<file path="src/rtl/bitstream_sequencer.sv">
// bitstream_sequencer: splits WIDTH-bit bitstream words into DWIDTH-bit bytes, MSB byte first,
// for a downstream Huffman decoder.
//
// Ports:
//   clk         - single clock, rising edge
//   rst         - synchronous active-high reset
//   word_data   - incoming word (WIDTH bits)
//   word_valid  - word_data / word_last valid
//   word_last   - word is the final word of its frame
//   word_ready  - sequencer accepts a word this cycle
//   byte_data   - current byte (DWIDTH bits)
//   byte_valid  - byte_data valid
//   byte_last   - final byte of the frame
//   byte_ready  - downstream accepts the byte
//   flush       - abort the current frame, discard any held word
//   busy        - a word is held
//   byte_cnt    - bytes accepted downstream in the current frame (saturating)
module bitstream_sequencer #(
  parameter int unsigned WIDTH  = 32,
  parameter int unsigned DWIDTH = 8
) (
  input  logic              clk,
  input  logic              rst,
  input  logic [WIDTH-1:0]  word_data,
  input  logic              word_valid,
  input  logic              word_last,
  output logic              word_ready,
  output logic [DWIDTH-1:0] byte_data,
  output logic              byte_valid,
  output logic              byte_last,
  input  logic              byte_ready,
  input  logic              flush,
  output logic              busy,
  output logic [15:0]       byte_cnt
);

  localparam int unsigned NB = WIDTH / DWIDTH;
  localparam int unsigned IW = (NB > 1) ? $clog2(NB) : 1;
  localparam logic [IW-1:0] IdxMax = IW'(NB - 1);

  typedef enum logic [0:0] {StIdle, StEmit} state_e;

  state_e            state_q;
  logic [WIDTH-1:0]  word_q;
  logic [IW-1:0]     idx_q;
  logic              last_q;
  logic [15:0]       cnt_q;

  logic              emit;
  logic              at_end;
  logic              byte_xfer;
  logic              word_xfer;
  logic [WIDTH-1:0]  shifted;

  always_comb begin
    emit       = (state_q == StEmit);
    at_end     = (idx_q == IdxMax);
    byte_valid = emit & ~flush;
    // Accept the next word in the same cycle the final byte leaves, unless the frame ends here.
    word_ready = ~flush & (~emit | (at_end & byte_ready & ~last_q));
    byte_last  = last_q & at_end;
    busy       = emit;
    byte_cnt   = cnt_q;
    shifted    = word_q << (32'(idx_q) * DWIDTH);
    byte_data  = shifted[WIDTH-1 -: DWIDTH];
    byte_xfer  = byte_valid & byte_ready;
    word_xfer  = word_valid & word_ready;
  end

  always_ff @(posedge clk) begin
    if (rst) begin
      state_q <= StIdle;
      word_q  <= '0;
      idx_q   <= '0;
      last_q  <= 1'b0;
      cnt_q   <= '0;
    end else if (flush) begin
      state_q <= StIdle;
      idx_q   <= '0;
      last_q  <= 1'b0;
      cnt_q   <= '0;
    end else begin
      unique case (state_q)
        StIdle: begin
          if (word_xfer) begin
            word_q  <= word_data;
            last_q  <= word_last;
            idx_q   <= '0;
            state_q <= StEmit;
          end
        end
        StEmit: begin
          if (byte_xfer) begin
            if (!at_end) begin
              idx_q <= idx_q + IW'(1);
            end else if (word_xfer) begin
              word_q <= word_data;
              last_q <= word_last;
              idx_q  <= '0;
            end else begin
              // Clearing idx/last keeps byte_last low while idle.
              state_q <= StIdle;
              idx_q   <= '0;
              last_q  <= 1'b0;
            end
          end
        end
        default: state_q <= StIdle;
      endcase

      if (byte_xfer && byte_last) begin
        cnt_q <= '0;
      end else if (byte_xfer && (cnt_q != 16'hFFFF)) begin
        cnt_q <= cnt_q + 16'd1;
      end
    end
  end

endmodule

</file>
<file path="config.mk">
export PLATFORM = sky130hd
export DESIGN_NAME = bitstream_sequencer
export DESIGN_NICKNAME = d
export VERILOG_FILES = /design/src/rtl/bitstream_sequencer.sv
export SDC_FILE = /design/constraint.sdc
export NUM_CORES = 1
export LEC_CHECK = 0
export BUFFER_PORTS_ARGS = -buffer_cell sky130_fd_sc_hd__buf_2
export CORE_MARGIN = 2
export CORE_UTILIZATION = 45
export CTS_BUF_LIST = sky130_fd_sc_hd__clkbuf_8 sky130_fd_sc_hd__clkbuf_16
export CTS_CLUSTER_DIAMETER = 30
export CTS_CLUSTER_SIZE = 14
export DETAILED_ROUTE_END_ITERATION = 7
export PLACE_DENSITY = 0.7
export SLEW_MARGIN = 10
export SYNTH_ARGS = -nofsm -noshare
export SYNTH_HDL_FRONTEND = slang
export SYNTH_SLANG_ARGS = --single-unit
</file>
<file path="constraint.sdc">
create_clock -name clk -period 2.9 [get_ports clk]
set_clock_uncertainty 0.15 [all_clocks]
set_input_delay 0.435 -clock clk [delete_from_list [all_inputs] [get_ports clk]]
set_output_delay 0.435 -clock clk [all_outputs]
set_load 0.01 [all_outputs]
</file>
==> out/results.ini, run 1 <==
[outcome]
status = finished, final reports clean

[floorplanning]
num_rows = 26
die_y_um = 77.86
initial_utilization_pct = 47.46
die-area_um2 = 6062
coreArea_um2 = 5172
die_width_um = 77.86
io_pins = 66

[drt]
via_per_inst = 5.268
drt_iter0_drc = 68
remaining_drc_errors = 0
vias = 2028
ant_nets = 0
avgRoutedWirePerCell_um = 13.41
wl_mm = 5.161
drt_first_pass_iters = 4

[sta]
worstMarginPinSlew_ps = 584.4
setup_viol = 0
finalCritPeriodShare_pct = 73.51
timing.fmax_mhz = 469.1
grt_setup_unrepaired = false
slew_violations = 0
finalHoldWorstSlack_ps = 217.3
finalSetupTns_ps = 0
maxSlewHeadroom_pct = 61.04
fin_crit_ps = 2132
final_hold_viol_count = 0

[synthesis]
syn-num-nets = 295
synth_top_area_share_pct = 42.41
ys_top_cells_by_count = dfxtp_1 (52), mux2i_1 (38), nor2_1 (37), nand2_1 (18), a21oi_1 (14)
yosysTopAreaCell = dfxtp_1
yosys_warnings = 0
synth-edff-count = 0
ys_ff_latch = 52
ys.flop_type = dfxtp_1
syn_area_per_cell_um2 = 9.627
ys_types = 37
synth_seq_area_share_pct = 42.41
synthTopCellsByArea = dfxtp_1 (42%), mux2i_1 (15%), mux4_2 (7.3%), nor2_1 (5.7%), a21oi_1 (2.9%)
synthArstFlopShare_pct = 0
syn_area_um2 = 2455
synthCells = 255
yosysMostFrequentCell = dfxtp_1

[cts]
clkLatencyLatePin_ps = 290
clk_pin_slew_ps = 90
ctsLongestPathBuffers = 2
clock_sinks = 52
hold_buffers = 0
cts_buffers = 5
post-cts-setup-buffers = 0
cts_resized = 0
h-tree-depth = 2
cts-root-buf = clkbuf_8
cts_tree = done

[critical_path]
crit_slowest_cell = mux4_2
crit_cells = 3
path_cells = buf_4, mux4_2, buf_2
path_delay_family = multiplexers
critPathKind = reg2out
worst-r2r-cell-count = 6
crit_required_ps = 2320
critPathCaptureType = output pin
critPathBufInv = 2
max_stage_delay_ps = 530
cp-start-kind = flop
cp.arrival_ps = 1550
cp_max_fo = 10

[run]
maxCapViolations = 0

[grt]
globalRoute.totalOverflow = 0
grt_max_degree = 36
grt_first_pass_wirelength_mm = 8.832
gr-usage-all-layers_pct = 17.71
grt_antenna_before_repair = 0
grt_pass1_vias = 1888

[cells_and_area]
diodes = 0
syn2layout_area_growth_pct = 18.20
final_cell_area_um2 = 2902
finalNetCount = 355
drive_above_1_share_pct = 27.62

[place]
place.port_buffers = 65
gp_congestion = 0.7821
dp.final_hpwl_mm = 3.709
dpl_cell_area_um2 = 2820

[hold_path]
min_path_type = in2reg
hold_path_depth = 3

[pwr]
cellLeakagePower_nw = 1.154
fin_total_pwr_w = 0.001265
p_per_area_nw_per_um2 = 435.9
ir_worst_vdd_mv = 0.2015

per-layer routing:
metal  GRT usage (%)  up-vias  wire length (µm)
met5               0        -                 0
met4           3.929        0                10
met3           3.721        2               243
met2           28.71       55              2401
met1           24.25      928              2506
li1                -     1043                 -
stage by stage:
step | util (%) | setup slack, ps | cells
finish | 56.10 | 768.2 | 385
global route | 56.10 | 567.0 | 385
CTS | 56.10 | 753.0 | 385
detailed placement | 54.52 | 672.1 | 378
global placement | 54.52 | 691.3 | 378
floorplan | - | 958.9 | 255
registers in the layout (all words and copies together), names as in the netlist:
name and count:
word_q 32, byte_cnt 16, idx_q 2, busy 1
last_q 1
cell type report:
type                            count  area [µm²]
Fill cell                         480        2271
Sequential cell                    52        1041
Multi-Input combinational cell    184        1325
Tap cell                           70       87.58
Clock inverter                      2       12.51
Clock buffer                        5       68.82
Timing Repair Buffer               69       355.3
Inverter                            3       11.26
cells in the final DEF (no fill, tap or decap), types with 5 or more instances in the layout:
| cell | netlist | final |
|---|---|---|
| buf_2 | 5 | 65 |
| mux4_2 | 8 | 8 |
| clkbuf_8 | 0 | 5 |
| nand3_1 | 9 | 9 |
| o21ai_0 | 7 | 7 |
| nand2_1 | 18 | 18 |
| nand2b_1 | 5 | 5 |
| nor2_1 | 37 | 37 |
| a21oi_1 | 14 | 14 |
| mux2i_1 | 38 | 38 |
| dfxtp_1 | 52 | 52 |
power breakdown:
group          internal [W]  total, W  switching [W]
logic             0.0000625  0.000123      0.0000609
clock network      0.000164  0.000392       0.000228
registers          0.000736  0.000749      0.0000127
total              0.000963   0.00126       0.000302
logic make-up (layout without fill, tap and decap cells):
kind of cell | after synthesis | after routing | synth area share, %
AO/OA/AOI/OAI | 38 | 38 | 9.735
adder cells (fa/ha/maj) | 2 | 2 | 1.019
buffers and inverters | 19 | 79 | 4.128
flip-flops | 52 | 52 | 42.41
multiplexers | 46 | 46 | 22.83
AND/OR/NAND/NOR | 98 | 98 | 19.88
tightest hold or removal path, delay by kind of cell:
family                 cells  cell delay [ps]
buffers and inverters      1               70
multiplexers               1               50
AND/OR/NAND/NOR            1               70
worst paths after layout:
| kind | startpoint | slack [ps] | to |
|---|---|---|---|
| max | idx_q[0] | 770 | byte_data[4] |
| min | word_data[19] | 220 | word_q[19] |
| max reg2reg | idx_q[0] | 790 | word_q[13] |
| min reg2reg | word_q[22] | 350 | word_q[22] |
(Power assumes the default switching activity.)
==> inputs of run 2 (changes only) <==
--- a/config.mk
+++ b/config.mk
@@ -5,6 +5,7 @@
 export SDC_FILE = /design/constraint.sdc
 export NUM_CORES = 1
 export LEC_CHECK = 0
+export ABC_AREA = 1
 export BUFFER_PORTS_ARGS = -buffer_cell sky130_fd_sc_hd__buf_2
 export CORE_MARGIN = 2
 export CORE_UTILIZATION = 45
==> constraint.sdc (replaced) <==
create_clock -name clk -period 2.2 [get_ports clk]
set_clock_uncertainty 0.15 [all_clocks]
set_input_delay 0.33 -clock clk [delete_from_list [all_inputs] [get_ports clk]]
set_output_delay 0.33 -clock clk [all_outputs]
set_load 0.01 [all_outputs]
==> run 2 against run 1 <==
- worst setup slack worse by 570 ps
- area after synthesis up 4.3%
- clock power is 46% higher
- power up 36%
- first-iteration DRC count rose to 2.5 times the previous value
- via count rose by 24%
==> out/results.ini, run 2 <==
[sta]
setup_viol = 0
slew_violations = 0
grt_setup_unrepaired = false
worstMarginPinSlew_ps = 527.6
finalSetupTns_ps = 0
finalCritPeriodShare_pct = 91.12
maxSlewHeadroom_pct = 64.78
final_hold_viol_count = 0
timing.fmax_mhz = 498.8
fin_crit_ps = 2005
worst_slack_ps = 195.3

[synthesis]
syn_area_um2 = 2560
synth_simple_gate_area_share_pct = 31.92
ys_ff_latch = 52
synth_seq_area_share_pct = 40.66
synthXorXnorAreaFrac_pct = 2.395
yosysTopAreaCell = dfxtp_1
ys_top_cells_by_count = nand2_1 (127), dfxtp_1 (52), a21oi_1 (40), nor2_1 (39), o21ai_0 (18)
syn-num-nets = 409
yosys_warnings = 0
synthCells = 369
yosysMostFrequentCell = nand2_1
synthTopCellsByArea = dfxtp_1 (41%), nand2_1 (19%), a21oi_1 (7.8%), nor2_1 (5.7%), o21ai_0 (3.5%)
synth_fa_ha_area_share_pct = 0.9775
synth-edff-count = 0
synth_top_area_share_pct = 40.66
ys_types = 28
synth_top_family_by_area = simple AND/OR/NAND/NOR gates
synthArstFlopShare_pct = 0
syn_area_per_cell_um2 = 6.938
synth_compound_area_share_pct = 17.25
ys.flop_type = dfxtp_1
synth_mux_area_share_pct = 0

[critical_path]
critPathKind = reg2out
crit_required_ps = 1720
cp-start-kind = flop
path_cells = inv_1, o21ai_0, o22ai_1, buf_2
regToRegEndpoint = word_q[17]
critPathBufInv = 2
rrSetupSlack_ps = 250
cp_max_fo = 17
critPathCaptureType = output pin
crit_slowest_cell = inv_1
max_stage_delay_ps = 370
rr_startpoint = idx_q[0]
cp.arrival_ps = 1520
path_delay_family = buffers and inverters
worst-r2r-cell-count = 7

[cts]
cts_resized = 0
clock_sinks = 52
h-tree-depth = 2
hold_buffers = 0
cts_buffers = 5
cts_tree = done
post-cts-setup-buffers = 0
clkLatencyLatePin_ps = 300
cts-root-buf = clkbuf_8
clk_pin_slew_ps = 100
ctsLongestPathBuffers = 2

[cells_and_area]
syn2layout_area_growth_pct = 18.18
final_cell_area_um2 = 3025
drive_above_1_share_pct = 24.36
regMostFlops = word_q
finalNetCount = 470
num-fill-cells = 566
diodes = 0
final_cell_mix = nand2_1 (127), buf_2 (65), dfxtp_1 (52)
final_util_pct = 54.94
final_common_cell = nand2_1
largest_register_ff_count = 32

[drt]
drt_first_pass_iters = 4
ant_nets = 0
via_per_inst = 4.992
avgRoutedWirePerCell_um = 12.12
vias = 2511
wl_mm = 6.096
drt_iter0_drc = 170
remaining_drc_errors = 0

[hold_path]
hold_start = word_data[24]
hold_path_depth = 3
min_to = word_q[24]
min_path_type = in2reg

[pwr]
cellLeakagePower_nw = 1.277
seqPwrFrac_pct = 57.3
p_switching_w = 0.0004307
swShare_pct = 24.98
p_per_area_nw_per_um2 = 569.8
power_frac_comb_pct = 9.6
p_int_w = 0.001293
clkPwrFrac_pct = 33.2
ir_worst_vdd_mv = 0.3280

[grt]
grt_pass1_vias = 2290
globalRoute.totalOverflow = 0
gr-usage-all-layers_pct = 20.41
grt_max_degree = 34
grt_antenna_before_repair = 0
grt_first_pass_wirelength_mm = 10.39

[place]
dpl_cell_area_um2 = 2928
gp_congestion = 0.8813
place.port_buffers = 65
dp.final_hpwl_mm = 4.420
post-place-ws_ps = 255.6

[outcome]
status = finished, final reports clean

[floorplanning]
initial_utilization_pct = 46.49
coreArea_um2 = 5507
num_rows = 27
die_y_um = 79.43
die-area_um2 = 6308
io_pins = 66
die_width_um = 79.43

[run]
maxCapViolations = 0

==> run 2: worst register-to-register path, stage by stage, from the launching register on <==
cell and delay, ps:
dfxtp_1 370, ha_1 180, nor2_1 80, nor2_1 110, nand3_2 230, inv_2 490, nand2_1 130, a21oi_1 160
==> run 2: stage by stage <==
stage | total power [W] | hold WS, ps | cells
6_report | 0.001724 | 109.9 | 503
3_3_place_gp | 0.001172 | 301.3 | 495
5_1_grt | 0.001812 | 106.7 | 503
4_1_cts | 0.001742 | 101.2 | 503
3_5_place_dp | 0.001175 | 303.9 | 495
2_1_floorplan | 0.001107 | 290.9 | 369
==> run 2: power by group through the flow <==
| stage | combinational [W] | sequential [W] | clock (W) |
|---|---|---|---|
| after detailed placement | 0.000166 | 0.00101 | 0 |
| after CTS | 0.000167 | 0.000987 | 0.000589 |
| after global placement | 0.000165 | 0.00101 | 0 |
| after global routing | 0.000190 | 0.000991 | 0.000632 |
| after floorplan | 0.000102 | 0.00100 | 0 |
| final | 0.000165 | 0.000987 | 0.000571 |
==> run 2: kinds of logic after synthesis <==
family                   after synthesis
adder cells (fa/ha/maj)                2
flip-flops                            52
AO/OA/AOI/OAI                         78
AND/OR/NAND/NOR                      192
XOR/XNOR                               7
buffers and inverters                 38
==> run 2: area by class of cell <==
cell class / instances / area, µm² / area share [%]
flip-flops and latches: 52 / 1041 / 34.41
inverters: 21 / 81.33 / 2.688
well taps: 72 / 90.09 / 2.978
repair buffers: 71 / 370.4 / 12.24
multi-input cells: 279 / 1345 / 44.46
clock inverters: 2 / 15.01 / 0.4963
clock buffers: 6 / 82.58 / 2.730
==> run 2: worst max path at each step <==
| stage | startpoint | endpoint | slack (ps) | cells after the start |
|---|---|---|---|---|
| 2_1_floorplan | byte_cnt[0] | byte_cnt[15] | 500 | 9 |
| 3_3_place_gp | byte_cnt[0] | byte_cnt[15] | 310 | 8 |
| 3_5_place_dp | idx_q[0] | word_q[17] | 260 | 7 |
| 4_1_cts | idx_q[0] | byte_data[3] | 190 | 4 |
| 5_1_grt | idx_q[0] | word_q[18] | 4 | 7 |
| 6_report | idx_q[0] | byte_data[3] | 200 | 4 |
==> run 2: metal layers <==
metal | vias to the layer above | GRT usage, % | wire length, µm
li1 | 1312 | - | -
met1 | 1134 | 27.89 | 2795
met2 | 61 | 32.35 | 2948
met3 | 4 | 4.864 | 315
met4 | 0 | 5.172 | 36
met5 | - | 0 | 0
==> inputs of run 3 (changes only) <==
--- a/config.mk
+++ b/config.mk
@@ -6,14 +6,13 @@
 export NUM_CORES = 1
 export LEC_CHECK = 0
 export ABC_AREA = 1
-export BUFFER_PORTS_ARGS = -buffer_cell sky130_fd_sc_hd__buf_2
 export CORE_MARGIN = 2
 export CORE_UTILIZATION = 45
 export CTS_BUF_LIST = sky130_fd_sc_hd__clkbuf_8 sky130_fd_sc_hd__clkbuf_16
 export CTS_CLUSTER_DIAMETER = 30
 export CTS_CLUSTER_SIZE = 14
 export DETAILED_ROUTE_END_ITERATION = 7
-export PLACE_DENSITY = 0.7
+export DONT_BUFFER_PORTS = 1
 export SLEW_MARGIN = 10
 export SYNTH_ARGS = -nofsm -noshare
 export SYNTH_HDL_FRONTEND = slang
==> run 3 against run 2 <==
- utilization fell by 1.9 points
- highest routed layer unchanged
- fmax decreased by 5.7%
- worst hold slack got worse by 110 ps
- cell count shrank 8.2%
- clock power shrank 2%
- largest cell class unchanged
- critical path depth is the same
- critical path type unchanged
==> out/results.ini, run 3 (synthesis gave the netlist of run 2 again) <==
[outcome]
status = finished, final reports clean

[critical_path]
critPathCaptureType = output pin
path_cells = buf_4, clkinvlp_2, nor2_1, o22ai_1
max_stage_delay_ps = 380
cp-start-kind = flop
cp.arrival_ps = 1650
crit_slowest_cell = clkinvlp_2
crit_required_ps = 1720
cp-startpoint = idx_q[0]
rr_startpoint = busy
cp_max_fo = 19
critPathKind = reg2out

[floorplanning]
num_rows = 27
initial_utilization_pct = 46.49
coreArea_um2 = 5507
io_pins = 66
die_y_um = 79.43
die-area_um2 = 6308
die_width_um = 79.43

[cts]
cts-root-buf = clkbuf_8
ctsLongestPathBuffers = 2
cts_tree = done
clk_pin_slew_ps = 100
cts_buffers = 5
h-tree-depth = 2
clock_sinks = 52
clkLatencyLatePin_ps = 310

[grt]
gr-usage-all-layers_pct = 21.30
globalRoute.totalOverflow = 0
grt_max_degree = 34
grt_antenna_before_repair = 0
grt-busiest-layer = met1
grt_use_met1_pct = 31.91
gr-usage-met3_pct = 5.204
grtUsageMet2_pct = 30.17
grt_pass1_vias = 2087
grt_first_pass_wirelength_mm = 10.57

[drt]
ant_nets = 0
vias = 2320
avgRoutedWirePerCell_um = 13.57
drt_first_pass_iters = 4
remaining_drc_errors = 0
wl_mm = 6.271
drt_iter0_drc = 161
via_per_inst = 5.022

[cells_and_area]
final_common_cell = nand2_1
drive_above_1_share_pct = 12.05
regMostFlops = word_q
largest_register_ff_count = 32
diodes = 0
final_cell_mix = nand2_1 (127), dfxtp_1 (52), a21oi_1 (40)
final_util_pct = 53.01
syn2layout_area_growth_pct = 14.03
finalNetCount = 429
final_cell_area_um2 = 2919

[sta]
final_hold_viol_count = 0
worst_slack_ps = 73.15
finalCritPeriodShare_pct = 96.68
worstMarginPinSlew_ps = 1182
timing.fmax_mhz = 470.2
slew_violations = 0
finalSetupTns_ps = 0
maxSlewHeadroom_pct = 20.92
fin_crit_ps = 2127
setup_viol = 0

[pwr]
cellLeakagePower_nw = 1.082
ir_worst_vdd_mv = 0.2874
p_per_area_nw_per_um2 = 580.8
fin_total_pwr_w = 0.001695

[hold_path]
hold_start = word_data[3]
min_path_type = in2reg

[place]
dp.final_hpwl_mm = 4.299
place.port_buffers = 0
post-place-ws_ps = 369.7
dpl_cell_area_um2 = 2633
gp_congestion = 0.8494

[run]
maxCapViolations = 0

## run 3: timing repair
item | in CTS | in global routing
resized for setup | 0 | 1
hold endpoints to repair | 32 | 1
endpoints found under the setup margin | 0 | 6
hold buffers | 17 | 1
buffers inserted | 0 | 1
## run 3: layout make-up
type                    instances  area, µm²
clock inverters                 3      21.27
fillers                       557       2587
inverters                      21      85.08
clock buffers                   5      68.82
multi-input cells             279       1345
flip-flops and latches         52       1041
repair inverters                1      5.005
well taps                      72      90.09
repair buffers                 29      262.8
## run 3: worst paths after layout
path / end / slack [ps] / cells after the start
worst max register to register: byte_cnt[8] / 380 / 8
worst min register to register: word_q[23] / 320 / 2
worst max-delay path: byte_data[4] / 70 / 4
worst min-delay path: word_q[3] / 4 / 2
## run 3: report_power, final
group | switching (W) | internal [W] | total (W)
clock | 0.000332 | 0.000227 | 0.000558
sequential | 0.0000170 | 0.000971 | 0.000988
combinational | 0.0000904 | 0.0000585 | 0.000149
total | 0.000439 | 0.00126 | 0.00170
## run 3: routing by layer
layer | up-vias | wire length [µm]
li1 | 1233 | -
met1 | 1028 | 3256
met2 | 52 | 2620
met3 | 7 | 324
met4 | 0 | 70
met5 | - | 0
## run 3: through the flow
| stage | cells | hold WS, ps |
|---|---|---|
| after floorplan | 369 | 290.9 |
| after global placement | 434 | 254.2 |
| after detailed placement | 434 | 255.9 |
| after CTS | 459 | 0.07092 |
| after global routing | 462 | 2.457 |
| final | 462 | 4.330 |
## run 3: worst max-delay path: cells and delay by family, from the launching register on
family          cells  cell delay, ps
buf+inv             2             630
flops               1             350
simple gates        1             200
compound gates      1             160
